File: src/rtl/reflet_inst_loader.sv
// reflet_inst_loader: owns the single port of the 16-bit instruction RAM.
// In IDLE, CPU accesses pass straight through to the RAM. A start request
// holds the CPU in reset and receives a length-prefixed byte image. The image
// is packed into little-endian 16-bit words and written from address 0 upward.
// When the image is complete, the CPU is released.
// Optional feature macro: REFLET_LOADER_CHECKSUM_EN. When defined, a trailing
// checksum byte must make the 8-bit sum of all data bytes wrap to zero.
// Stream handshake: a byte moves on a rising edge where rx_valid & rx_ready
// are both high. rx_ready depends only on the current state, never on rx_valid.
module reflet_inst_loader #(
  parameter int unsigned size = 128
) (
  input  logic        clk,
  input  logic        reset,
  input  logic        start,
  input  logic [7:0]  rx_data,
  input  logic        rx_valid,
  output logic        rx_ready,
  input  logic        cpu_enable,
  input  logic        cpu_write_en,
  input  logic [14:0] cpu_addr,
  input  logic [15:0] cpu_data_in,
  output logic [15:0] cpu_data_out,
  output logic        ram_enable,
  output logic        ram_write_en,
  output logic [14:0] ram_addr,
  output logic [15:0] ram_data_in,
  input  logic [15:0] ram_data_out,
  output logic        cpu_reset_n,
  output logic        busy,
  output logic        done,
  output logic        error,
  output logic [3:0]  state_dbg
);

  typedef enum logic [3:0] {
    IDLE    = 4'd0,
    LEN_LO  = 4'd1,
    LEN_HI  = 4'd2,
    CHK_LEN = 4'd3,
    DATA_LO = 4'd4,
    DATA_HI = 4'd5,
    WRITE   = 4'd6,
`ifdef REFLET_LOADER_CHECKSUM_EN
    CKSUM   = 4'd7,
`endif
    DONE    = 4'd8,
    ERROR   = 4'd9
  } state_t;

  localparam logic [15:0] SIZE_W = 16'(size);

  // State that follows the last data byte (or an empty image).
`ifdef REFLET_LOADER_CHECKSUM_EN
  localparam state_t AFTER_DATA = CKSUM;
`else
  localparam state_t AFTER_DATA = DONE;
`endif

  state_t      state_q, state_d;
  logic        hold_q, hold_d;     // high keeps the CPU in reset
  logic        error_q, error_d;
  logic [14:0] ptr_q, ptr_d;       // byte address of the next word, always even
  logic [15:0] rem_q, rem_d;       // image length, then bytes still to receive
  logic [7:0]  lo_q, lo_d;
  logic [7:0]  hi_q, hi_d;
`ifdef REFLET_LOADER_CHECKSUM_EN
  logic [7:0]  sum_q, sum_d;
`endif
  logic        xfer;

  // Handshake and status decode from the current state only.
  always_comb begin
    rx_ready = 1'b0;
    case (state_q)
      LEN_LO, LEN_HI, DATA_LO, DATA_HI: rx_ready = 1'b1;
`ifdef REFLET_LOADER_CHECKSUM_EN
      CKSUM: rx_ready = 1'b1;
`endif
      default: rx_ready = 1'b0;
    endcase
    xfer        = rx_valid & rx_ready;
    busy        = (state_q != IDLE) && (state_q != ERROR);
    done        = (state_q == DONE);
    error       = error_q;
    cpu_reset_n = reset & ~hold_q;
    state_dbg   = state_q;
  end

  // RAM port ownership: CPU passthrough in IDLE, loader everywhere else.
  always_comb begin
    if (state_q == IDLE) begin
      ram_enable   = cpu_enable;
      ram_write_en = cpu_write_en;
      ram_addr     = cpu_addr;
      ram_data_in  = cpu_data_in;
      cpu_data_out = ram_data_out;
    end else begin
      ram_enable   = (state_q == WRITE);
      ram_write_en = (state_q == WRITE);
      ram_addr     = ptr_q;
      ram_data_in  = {hi_q, lo_q};
      cpu_data_out = 16'h0000;
    end
  end

  // Next-state and datapath updates for the load sequence.
  always_comb begin
    state_d = state_q;
    hold_d  = hold_q;
    error_d = error_q;
    ptr_d   = ptr_q;
    rem_d   = rem_q;
    lo_d    = lo_q;
    hi_d    = hi_q;
`ifdef REFLET_LOADER_CHECKSUM_EN
    sum_d   = sum_q;
`endif
    case (state_q)
      IDLE, ERROR: begin
        if (start) begin
          state_d = LEN_LO;
          hold_d  = 1'b1;
          error_d = 1'b0;
          ptr_d   = 15'd0;
`ifdef REFLET_LOADER_CHECKSUM_EN
          sum_d   = 8'h00;
`endif
        end
      end
      LEN_LO: begin
        if (xfer) begin
          rem_d   = {8'h00, rx_data};
          state_d = LEN_HI;
        end
      end
      LEN_HI: begin
        if (xfer) begin
          rem_d   = {rx_data, rem_q[7:0]};
          state_d = CHK_LEN;
        end
      end
      CHK_LEN: begin
        if (rem_q > SIZE_W) begin
          state_d = ERROR;
          error_d = 1'b1;
        end else if (rem_q == 16'd0) begin
          state_d = AFTER_DATA;
        end else begin
          state_d = DATA_LO;
        end
      end
      DATA_LO: begin
        if (xfer) begin
          lo_d  = rx_data;
          rem_d = rem_q - 16'd1;
`ifdef REFLET_LOADER_CHECKSUM_EN
          sum_d = sum_q + rx_data;
`endif
          // An odd final byte is padded with a zero high byte.
          if (rem_q == 16'd1) begin
            hi_d    = 8'h00;
            state_d = WRITE;
          end else begin
            state_d = DATA_HI;
          end
        end
      end
      DATA_HI: begin
        if (xfer) begin
          hi_d    = rx_data;
          rem_d   = rem_q - 16'd1;
`ifdef REFLET_LOADER_CHECKSUM_EN
          sum_d   = sum_q + rx_data;
`endif
          state_d = WRITE;
        end
      end
      WRITE: begin
        ptr_d   = ptr_q + 15'd2;
        state_d = (rem_q != 16'd0) ? DATA_LO : AFTER_DATA;
      end
`ifdef REFLET_LOADER_CHECKSUM_EN
      CKSUM: begin
        if (xfer) begin
          if (8'(sum_q + rx_data) == 8'h00) begin
            state_d = DONE;
          end else begin
            state_d = ERROR;
            error_d = 1'b1;
          end
        end
      end
`endif
      DONE: begin
        hold_d  = 1'b0;
        state_d = IDLE;
      end
      default: state_d = IDLE;
    endcase
  end

  // State and datapath registers; reset aborts any load in progress.
  always_ff @(posedge clk or negedge reset) begin
    if (!reset) begin
      state_q <= IDLE;
      hold_q  <= 1'b0;
      error_q <= 1'b0;
      ptr_q   <= 15'd0;
      rem_q   <= 16'd0;
      lo_q    <= 8'h00;
      hi_q    <= 8'h00;
`ifdef REFLET_LOADER_CHECKSUM_EN
      sum_q   <= 8'h00;
`endif
    end else begin
      state_q <= state_d;
      hold_q  <= hold_d;
      error_q <= error_d;
      ptr_q   <= ptr_d;
      rem_q   <= rem_d;
      lo_q    <= lo_d;
      hi_q    <= hi_d;
`ifdef REFLET_LOADER_CHECKSUM_EN
      sum_q   <= sum_d;
`endif
    end
  end

endmodule

File: config.mk
export PLATFORM = sky130hd
export DESIGN_NAME = reflet_inst_loader
export DESIGN_NICKNAME = d
export VERILOG_FILES = /design/src/rtl/reflet_inst_loader.sv
export SDC_FILE = /design/constraint.sdc
export NUM_CORES = 1
export LEC_CHECK = 0
export ABC_AREA = 0
export CORE_ASPECT_RATIO = 1.75
export CORE_MARGIN = 3
export CORE_UTILIZATION = 49
export CTS_CLUSTER_DIAMETER = 60
export DETAILED_ROUTE_END_ITERATION = 10
export PLACE_DENSITY_LB_ADDON = 0.05
export SYNTH_ARGS = -nofsm -noshare
export SYNTH_HDL_FRONTEND = slang
export SYNTH_SLANG_ARGS = --single-unit
File: constraint.sdc
create_clock -name clk -period 5.3 [get_ports clk]
set_clock_uncertainty 0.2 [all_clocks]
set_input_delay 1.325 -clock clk [delete_from_list [all_inputs] [get_ports clk]]
set_output_delay 1.325 -clock clk [all_outputs]
set_load 0.005 [all_outputs]
Word-level counts from Yosys, hierarchy flattened
Index checks and enable logic that the tools add are counted.
{"block": "totals", "output_inout_bits": 58, "ff_bits": 53}
{"block": "op_classes", "n_eq_ne": 18, "muxes": 31, "n_reduce_logical": 22, "addsub": 2, "order_cmp": 1, "bitwise": 4}
{"cell": "$mux W16", "n": 5}
{"cell": "$pmux W16 S3", "n": 1}
{"cell": "$mux W4", "n": 8}
{"cell": "$mux W15", "n": 2}
{"cell": "$pmux W15 S2", "n": 1}
{"cell": "$pmux W4 S7", "n": 1}
{"cell": "$mux W8", "n": 3}
{"cell": "$eq A16 B1 Y1 const B", "n": 1}
{"cell": "$gt A16 B8 Y1 const B", "n": 1}
{"cell": "$logic_not A16 Y1", "n": 1}
{"cell": "$pmux W8 S2", "n": 1}
{"cell": "$reduce_bool A16 Y1", "n": 1}
{"cell": "$sub A16 B1 Y16 const B", "n": 1}
{"cell": "$add A15 B2 Y15 const B", "n": 1}
{"cell": "$ne A2 B2 Y1 const B", "n": 7}
{"cell": "$eq A4 B3 Y1 const B", "n": 3}
{"cell": "$reduce_and A4 Y1", "n": 3}
{"cell": "$reduce_bool A2 Y1", "n": 5}
{"cell": "$eq A4 B2 Y1 const B", "n": 2}
{"cell": "$eq A4 B4 Y1 const B", "n": 2}
{"cell": "$mux W1", "n": 6}
{"cell": "$reduce_and A2 Y1", "n": 3}
{"cell": "$reduce_and A5 Y1", "n": 1}
{"cell": "$eq A4 B1 Y1 const B", "n": 1}
{"cell": "other kinds (13)", "n": 17}

Longest topological paths before layout
Gate-level depths: netlist (run 1).
{"block": "logic_depth", "ltp_word": 6, "ltp_mapped": 8}

Worst setup path after synthesis (run 1)
No wires, ideal clock.
{"block": "synth_timing", "path_kind": "register to output", "from": "register state_q[1], in the netlist state_dbg[1]", "to": "output port cpu_data_out[10]", "n_path_buf": 3, "arrival_time_ps": 1804, "stages_incl_launch_ff": 6, "setup_slack_ps": 1971, "required_time_ps": 3775, "path_cell_list": "dfrtp_1 clkbuf_1 nor4_1 clkbuf_1 clkbuf_1 and2_1"}
{"block": "synth_via", "elab_chain_cells": 2}
{"item": "start, declared", "line": "60", "text": "state_t state_q, state_d;"}
{"item": "start signal, assigned", "line": "217", "text": "state_q <= state_d;"}
{"item": "$logic_not A4 Y1", "line": "92", "text": "if (state_q == IDLE) begin"}
{"item": "$mux W16", "line": "92"}
{"item": "end, declared", "line": "23", "text": "output logic [15:0] cpu_data_out,"}
Every way passes these cells.

Worst setup path after layout (run 1)
{"block": "layout_timing", "from": "register state_q[1], in the netlist state_dbg[1]", "to": "output port ram_data_in[7]"}
{"block": "layout_via", "elab_chain_cells": 2}
{"item": "$logic_not A4 Y1", "line": "92"}
{"item": "$mux W16", "line": "92"}
{"item": "end, declared", "line": "27", "text": "output logic [15:0] ram_data_in,"}
Every way passes these cells.

==> key figures, run 1 <==
Worst setup path
  • Worst R2R Setup Slack: roughly 2.6 ns
  • Critical Path RT: roughly 3.8 ns
  • Critical path type: flip-flop to output port
  • R2r endpoint: hi_q[2]
  • Beginning of the critical path: state_dbg[1]
  • Critical path capture point type: output port
  • CP Max Fanout: around 50
  • Setup crit start kind: flip-flop
  • Critical R2R Launch: state_dbg[2]
  • Arr. time, crit path: roughly 2.6 ns
  • R2r worst-path depth: 4

Yosys
  • Synth warnings: 0
  • EDFF count, synth: 0
  • Post-Syn Area: 3310 um^2
  • Count leader, synth: dfrtp_1
  • Flops & latches, synth: 52
  • Register area share after synthesis: about two fifths
  • Most common library cells after synthesis: 52 x dfrtp_1, 46 x o21ai_0, 39 x nand2_1
  • Synth area leaders: dfrtp_1 39%, mux2_2 13%, o21ai_0 7.0%
  • Primary FF master, synth: dfrtp_1
  • Cell taking the most area after synthesis: dfrtp_1
  • FFs w/ async S/R, synth: 100%
  • Yosys cell types: 49
  • Syn Nets: roughly 440
  • Syn Inst Count: around 370
  • Mean Syn Cell Area: just under 9 um^2
  • Post-synth top area share: just under 40%

Routing
  • Final WL: roughly 9.8 mm
  • TritonRoute pass-1 iters: 4
  • Via-to-Cell Ratio: between 5 and 6
  • Wire length per cell: 17.5 um
  • Final ANT Viol Nets: 0
  • DR vias: approximately 3300
  • DRC viols: 0
  • Iter 0 DRT Violations: approximately 150

Floorplanning
  • Die area: 7810 um^2
  • Die width: 68.1 um
  • Initial Utilization: 50.6%
  • Die Height: 115 um
  • Core Area: 6540 um^2
  • FP Rows: 39
  • I/O pin total: around 120

Final layout
  • Final instance area: between 4000 and 5000 um^2
  • Final core utilization: 72.2%
  • Fin nets: about 540
  • Share of layout cells above drive strength 1: 12.9%
  • # fillers: ~520
  • P&R area growth vs syn: 42.7%
  • Inserted Diodes: 0

Clocking
  • Clock net sink count: 52
  • Hold_buf cts: 0
  • Total CTS buffers: 5
  • Post-CTS setup buffers: 0
  • H-tree depth: 2
  • Clk_lat worst skew: ~0.29 ns
  • CTS max path bufs: 2
  • CTS root buf: clkbuf_16
  • Reg clk slew, reported paths: approximately 0.070 ns
  • Post-CTS resize count: 0
  • CTS tree: yes

Placed design
  • Setup WS pre-CTS: 1.30 ns
  • Placed Area: about 4500 um^2
  • Detailed placer's ending HPWL: between 7 and 8 mm
  • # port buffers: between 100 and 150
  • GPL Wtd Cong: about 0.94

Power
  • Clock power frac: ~16%
  • Cell Int Power: about 0.0016 W
  • Sw power: 0.000929 W
  • Power per cell area: approximately 540 nW/um^2
  • Comb power frac: 57.9%
  • Pwr Total: between 0.002 and 0.003 W
  • Leakage power: 1.91 nW
  • Sw Ratio: 36.5%
  • Peak supply drop: around 0.32 mV
  • Flop pwr share: 25.8%

Min path
  • Hold endpoint: lo_q[0]
  • Worst hold-check path type: flip-flop to flip-flop
  • Hold Crit Start: lo_q[0]
  • WHS Path Cells: 2

STA
  • Fin Setup TNS: 0 ns
  • Actual slew at the worst max-slew pin: 0.999 ns
  • Slew HR: about 33%
  • Final hold violations: 0
  • Final setup margin: about 1.2 ns
  • Unrepaired setup endpoints after global routing: no
  • Final number of setup-violating endpoints: 0
  • Period utilisation layout: just under 80%
  • Tmin final: slightly above 4 ns
  • Slew Limit Fails: 0
  • Max Clock Freq: about 0.24 GHz

Global routing
  • Vias in the first global route: between 3000 and 4000
  • First-pass GRT wire length: 15.3 mm
  • Initial antenna violation count: 0
  • Pin count of the biggest net entering global routing: 53
  • Gr ovfl total: 0
  • GRT Util Overall: 25.6%

Flow run
  • Max-cap violation count: 0

Run status
  • Outcome: complete, no violations
worst max-delay path, stage by stage (launching register included):
cell	delay [ns]
dfrtp_1	0.62
nor4_2	0.32
buf_4	0.47
mux2_2	0.39
clkdlybuf4s50_1	0.48
cell families after synthesis:
family	synth area share, %
compound gates	17.2
xor+xnor	0.795
fa+ha+maj	1.14
buf+inv	3.37
flops	39.3
mux	13.2
simple gates	24.9
power groups by stage:
stage	registers (W)	clock network [W]	logic, W
2_1_floorplan	0.000572	0	0.000878
4_1_cts	0.000654	0.000424	0.00149
6_report	0.000657	0.000415	0.00148
3_3_place_gp	0.000658	0	0.00145
5_1_grt	0.000678	0.000439	0.00161
3_5_place_dp	0.000661	0	0.00149
metrics by stage:
stage / instances / hold WS, ns
global route: 561 / 0.302
global placement: 553 / 0.261
floorplan: 372 / 0.246
CTS: 561 / 0.284
detailed placement: 553 / 0.268
finish: 561 / 0.279
routing by layer:
layer / up-vias / track usage, % / wire [um]
met2: 118 / 47.3 / 5310
met3: 33 / 3.44 / 524
met5: - / 0 / 0
met1: 1566 / 27.3 / 3510
met4: 0 / 12.1 / 444
li1: 1573 / - / -
cells in the final DEF, fill, tap and decap left out, types with 6 or more instances in the layout:
master and n:
mux2_2 38, clkdlybuf4s50_1 117, nor4_1 6, a21oi_1 17
nand2_1 39, inv_1 8, o21ai_0 46, and2_1 18
nand3_1 15, nor3_1 11, dfrtp_1 52, nor2_1 24
nand2b_1 6
how the worst max path moves through the flow:
stage | to | slack (ns) | cells after the start
after floorplan | cpu_data_out[10] | 1.97 | 5
after global placement | ram_data_in[7] | 1.32 | 3
after detailed placement | ram_data_in[0] | 1.30 | 3
after CTS | ram_data_in[7] | 1.16 | 4
after global routing | ram_data_in[11] | 1.02 | 4
final | ram_data_in[7] | 1.18 | 4
registers in the layout (all words and copies together) (netlist names):
signal     cells
ptr_q         14
state_dbg      4
lo_q           8
hi_q           8
error          1
rem_q         16
hold_q         1
cell type report:
type                            count  area (um^2)  share of cell area (%)
Multi-Input combinational cell    291         1900                    40.3
Sequential cell                    52         1300                    27.6
Timing Repair Buffer              120         1190                    25.2
Clock buffer                        5          125                    2.65
Tap cell                           82          103                    2.17
Clock inverter                      3         68.8                    1.46
Inverter                            8         30.0                   0.636
Note: power is estimated with default switching activity, not from simulation.
==> run 2, diff against run 1 <==
- CORE_UTILIZATION: 49 -> 41
- clock period: 5.3 -> 3.4 ns (I/O delays scaled with it)
==> run 2 against run 1 <==
Effect of this change:
- die area grew 18%
- total power increased by 54%
- critical path depth is the same
- setup slack lost 0.99 ns
- final area grew 0.80%
- clock-buffer cell count stayed put
- first-iteration DRC count shrank 4.6%
- sequential share of layout area decreased by 0.22 points
- register-to-register slack worse by 1.8 ns
- cell count grew 2.7%
- routed wire length grew 1.8%
- global-route usage shrank 3.7 points
==> key figures, run 2 (synthesized netlist as in run 1, its figures left out) <==
Worst setup path
  • CP Max Fanout: slightly below 50
  • Worst R2R Setup Slack: 0.78 ns
  • Critical path type: flip-flop to output port
  • Critical path capture point type: output port
  • Critical Path RT: 2.35 ns
  • Setup crit start kind: flip-flop
  • Arr. time, crit path: about 2.2 ns

Floorplanning
  • Die area: around 9200 um^2
  • I/O pin total: around 120
  • FP Rows: 42
  • Die width: about 74 um
  • Die Height: about 120 um
  • Initial Utilization: approximately 43%
  • Core Area: about 7700 um^2

Clocking
  • Clock net sink count: 52
  • Hold_buf cts: 0
  • Reg clk slew, reported paths: 0.07 ns
  • CTS max path bufs: 2
  • Post-CTS resize count: 0
  • Post-CTS setup buffers: 0
  • Total CTS buffers: 5
  • H-tree depth: 2
  • CTS tree: yes
  • CTS root buf: clkbuf_16
  • Clk_lat worst skew: between 0.2 and 0.3 ns

Routing
  • Via-to-Cell Ratio: between 5 and 6
  • DR vias: about 3300
  • Final ANT Viol Nets: 0
  • Iter 0 DRT Violations: about 150
  • Wire length per cell: around 17 um
  • DRC viols: 0
  • TritonRoute pass-1 iters: 4
  • Final WL: 9.96 mm

Final layout
  • P&R area growth vs syn: 43.9%
  • # fillers: between 700 and 800
  • Most frequent cells in the layout: 117 x clkdlybuf4s50_1, 52 x dfrtp_1, 46 x o21ai_0
  • Largest regs: rem_q x16, ptr_q x14
  • Most common cell after layout, fill and taps aside: clkdlybuf4s50_1
  • Largest register FFs: 16
  • Inserted Diodes: 0
  • Largest reg by FF count: rem_q
  • Share of layout cells above drive strength 1: 14.5%
  • Fin nets: between 500 and 600
  • Final core utilization: 61.6%

Run status
  • Outcome: complete, no violations

Global routing
  • Vias in the first global route: about 3200
  • Pin count of the biggest net entering global routing: 53
  • GRT Util Overall: 21.9%
  • First-pass GRT wire length: 15.9 mm
  • Gr ovfl total: 0
  • Initial antenna violation count: 0

STA
  • Period utilisation layout: 94.5%
  • Fin Setup TNS: 0 ns
  • Final number of setup-violating endpoints: 0
  • Final hold violations: 0
  • Slew Limit Fails: 0
  • Actual slew at the worst max-slew pin: around 1.0 ns
  • Max Clock Freq: 0.311 GHz
  • Tmin final: around 3.2 ns
  • Final hold slack: about 0.29 ns
  • Unrepaired setup endpoints after global routing: no
  • Slew HR: approximately 32%

Power
  • Leakage power: a little under 2 nW
  • Power per cell area: approximately 800 nW/um^2
  • Peak supply drop: 0.551 mV

Min path
  • Worst hold-check path type: flip-flop to flip-flop

Placed design
  • Detailed placer's ending HPWL: a little under 8 mm
  • # port buffers: ~120
  • GPL Wtd Cong: 0.835

Flow run
  • Max-cap violation count: 0
[run 2: final timing paths]
path | startpoint | end | cells past startpoint
max | state_dbg[0] | ram_data_in[15] | 4
min | lo_q[0] | lo_q[0] | 2
max reg2reg | state_dbg[3] | hi_q[3] | 5
min reg2reg | lo_q[0] | lo_q[0] | 2
max in group asynchronous | reset | rem_q[15] | 2
min in group asynchronous | reset | hold_q | 2
[run 2: final cells by class]
type / count / area (um^2) / area share [%]
inverter: 8 / 30.0 / 0.631
sequential: 52 / 1300 / 27.4
tap: 88 / 110 / 2.31
clock inverter: 3 / 18.8 / 0.395
clock buffer: 5 / 125 / 2.63
timing repair buffer: 129 / 1270 / 26.7
multi-input combinational: 291 / 1900 / 40.0
[run 2: through the flow]
step	setup WS (ns)	total power, W	instance area [um^2]	cells
after floorplan	0.546	0.00226	3310	372
after global routing	0.0793	0.00420	4760	576
after CTS	0.163	0.00396	4760	576
final	0.186	0.00392	4760	576
after global placement	0.393	0.00340	4610	568
after detailed placement	0.359	0.00345	4610	568
[run 2: worst max-delay path, stage by stage, from the launching register on]
cell	delay, ns
dfrtp_1	0.39
nor4_2	0.37
buf_12	0.27
mux2_2	0.36
clkdlybuf4s50_1	0.47
[run 2: power by group]
group | switching, W | internal (W)
sequential | 0.000147 | 0.000780
clock | 0.000227 | 0.000272
combinational | 0.00109 | 0.00140
[run 2: layer usage]
layer  track usage (%)  share of wire, %  vias to the layer above
met3              3.07               5.1                       24
met2              40.5                55                      118
met1              23.5                35                     1576
met4              9.39               4.6                        0
met5                 0                 0                        -
li1                  -                 -                     1584
==> run 3, diff against run 2 <==
- CELL_PAD_IN_SITES_DETAIL_PLACEMENT: not set -> 1
- CELL_PAD_IN_SITES_GLOBAL_PLACEMENT: not set -> 1
- CORE_UTILIZATION: 41 -> 30
- CTS_BUF_LIST: not set -> sky130_fd_sc_hd__clkbuf_16
==> run 3 against run 2 <==
Effect of this change:
- combinational power is 2% higher
- fmax is 2.1% lower
- critical endpoint unchanged
- die area is 34% higher
- global-route usage is 3.9 points lower
- sequential share of layout area is 0.41 points lower
- setup slack worse by 0.069 ns
- via count is 0.27% lower
- first-iteration DRC count is 36% lower
- register-to-register slack better by 0.26 ns
- clock-buffer cell count stayed put
- worst hold slack worse by 0.0080 ns
- critical path type unchanged
- critical path depth stayed put
==> key figures, run 3 (synthesized netlist as in run 1, its figures left out) <==
Worst setup path
  • Critical Path RT: roughly 2.4 ns
  • R2r worst-path depth: 5
  • R2r endpoint: lo_q[1]
  • Critical path type: flip-flop to output port
  • Worst R2R Setup Slack: around 1.0 ns
  • Setup crit start kind: flip-flop
  • Critical R2R Launch: state_dbg[0]
  • Critical path capture point type: output port
  • Arr. time, crit path: 2.23 ns
  • CP Max Fanout: 20

Routing
  • Final WL: around 11 mm
  • TritonRoute pass-1 iters: 4
  • Iter 0 DRT Violations: 93
  • Via-to-Cell Ratio: roughly 5.3
  • Wire length per cell: 17.8 um
  • DR vias: about 3300
  • DRC viols: 0
  • Final ANT Viol Nets: 0

Global routing
  • GRT Util Overall: between 15 and 20%
  • First-pass GRT wire length: 17.7 mm
  • Initial antenna violation count: 0
  • Gr ovfl total: 0
  • Pin count of the biggest net entering global routing: 53
  • Vias in the first global route: roughly 3400

Final layout
  • Share of layout cells above drive strength 1: between 10% and 20%
  • Largest register FFs: 16
  • Most frequent cells in the layout: 117 x clkdlybuf4s50_1, 52 x dfrtp_1, 46 x o21ai_0
  • Largest reg by FF count: rem_q
  • Inserted Diodes: 0
  • Most common cell after layout, fill and taps aside: clkdlybuf4s50_1
  • P&R area growth vs syn: 46.0%
  • Fin nets: about 560
  • Largest regs: rem_q x16, ptr_q x14

Power
  • Leakage power: 1.96 nW
  • Power per cell area: around 820 nW/um^2
  • Peak supply drop: 0.358 mV
  • Pwr Total: 0.00398 W

Placed design
  • # port buffers: about 120
  • Detailed placer's ending HPWL: roughly 8.5 mm
  • GPL Wtd Cong: 0.823

Floorplanning
  • Initial Utilization: 30.7%
  • Die width: 85.4 um
  • FP Rows: 50
  • Die area: about 12000 um^2
  • I/O pin total: approximately 120
  • Core Area: roughly 11000 um^2
  • Die Height: ~140 um

STA
  • Period utilisation layout: 96.6%
  • Final hold slack: around 0.28 ns
  • Final number of setup-violating endpoints: 0
  • Max Clock Freq: between 0.3 and 0.4 GHz
  • Final hold violations: 0
  • Slew Limit Fails: 0
  • Tmin final: around 3.3 ns
  • Actual slew at the worst max-slew pin: between 0.7 and 0.8 ns
  • Unrepaired setup endpoints after global routing: yes
  • Slew HR: between 50 and 60%

Clocking
  • CTS max path bufs: 2
  • Clk_lat worst skew: 0.30 ns
  • CTS tree: yes
  • Reg clk slew, reported paths: about 0.060 ns
  • H-tree depth: 2
  • Hold_buf cts: 0
  • CTS root buf: clkbuf_16
  • Post-CTS setup buffers: 0
  • Post-CTS resize count: 0
  • Clock net sink count: between 50 and 60
  • Total CTS buffers: 5

Min path
  • WHS Path Cells: 1
  • Worst hold-check path type: flip-flop to flip-flop
  • Hold Crit Start: error
  • Hold endpoint: error

Run status
  • Outcome: complete, no violations

Flow run
  • Max-cap violation count: 0
-- run 3: cell count changes in the layout (fill, tap and decap cells not counted), sizes merged --
cell	previous run	this run
buf	12	16
clkinv	3	1
clkinvlp	0	1
inv	8	9
-- run 3: worst max path at each step --
stage / slack, ns / cells past startpoint / start / endpoint
floorplan: 0.55 / 5 / state_dbg[1] / cpu_data_out[10]
global placement: 0.31 / 3 / cpu_data_in[6] / ram_data_in[6]
detailed placement: 0.32 / 3 / cpu_data_in[6] / ram_data_in[6]
CTS: 0.07 / 4 / state_dbg[0] / ram_data_in[6]
global route: -0.01 / 4 / state_dbg[0] / ram_data_in[15]
finish: 0.12 / 4 / state_dbg[0] / ram_data_in[15]
-- run 3: power by group --
part | leakage [nW] | internal, W | switching, W
clock network | 0.0702 | 0.000275 | 0.000243
logic | 1.20 | 0.00140 | 0.00113
registers | 0.686 | 0.000780 | 0.000150
-- run 3: cell type report --
class,instances,area [um^2]
clock inverters,3,21.3
repair buffers,133,1290
clock buffers,5,125
fillers,1266,5930
multi-input cells,291,1900
inverters,8,30.0
well taps,130,163
flip-flops and latches,52,1300
-- run 3: metal layers --
layer,global-route usage [%],vias up,routed length (um)
met4,5.59,0,157
met3,2.78,10,470
met2,35.4,81,6280
met1,19.5,1615,4130
met5,0,-,0
li1,-,1587,-
-- run 3: worst max-delay path, cell delays in order (launching register included) --
cell and delay [ns]:
dfrtp_1 0.40, nor4_2 0.35, buf_4 0.35, mux2_2 0.37, clkdlybuf4s50_1 0.47
-- run 3: stage by stage --
stage	area [um^2]	setup slack [ns]	instances	utilization (%)	TNS, ns
after CTS	4830	0.0656	622	44.9	0
after global placement	4680	0.307	614	43.5	0
final	4830	0.117	622	44.9	0
after global routing	4830	-0.0115	622	44.9	-0.0295
after floorplan	3310	0.546	372	-	0
after detailed placement	4680	0.322	614	43.5	0
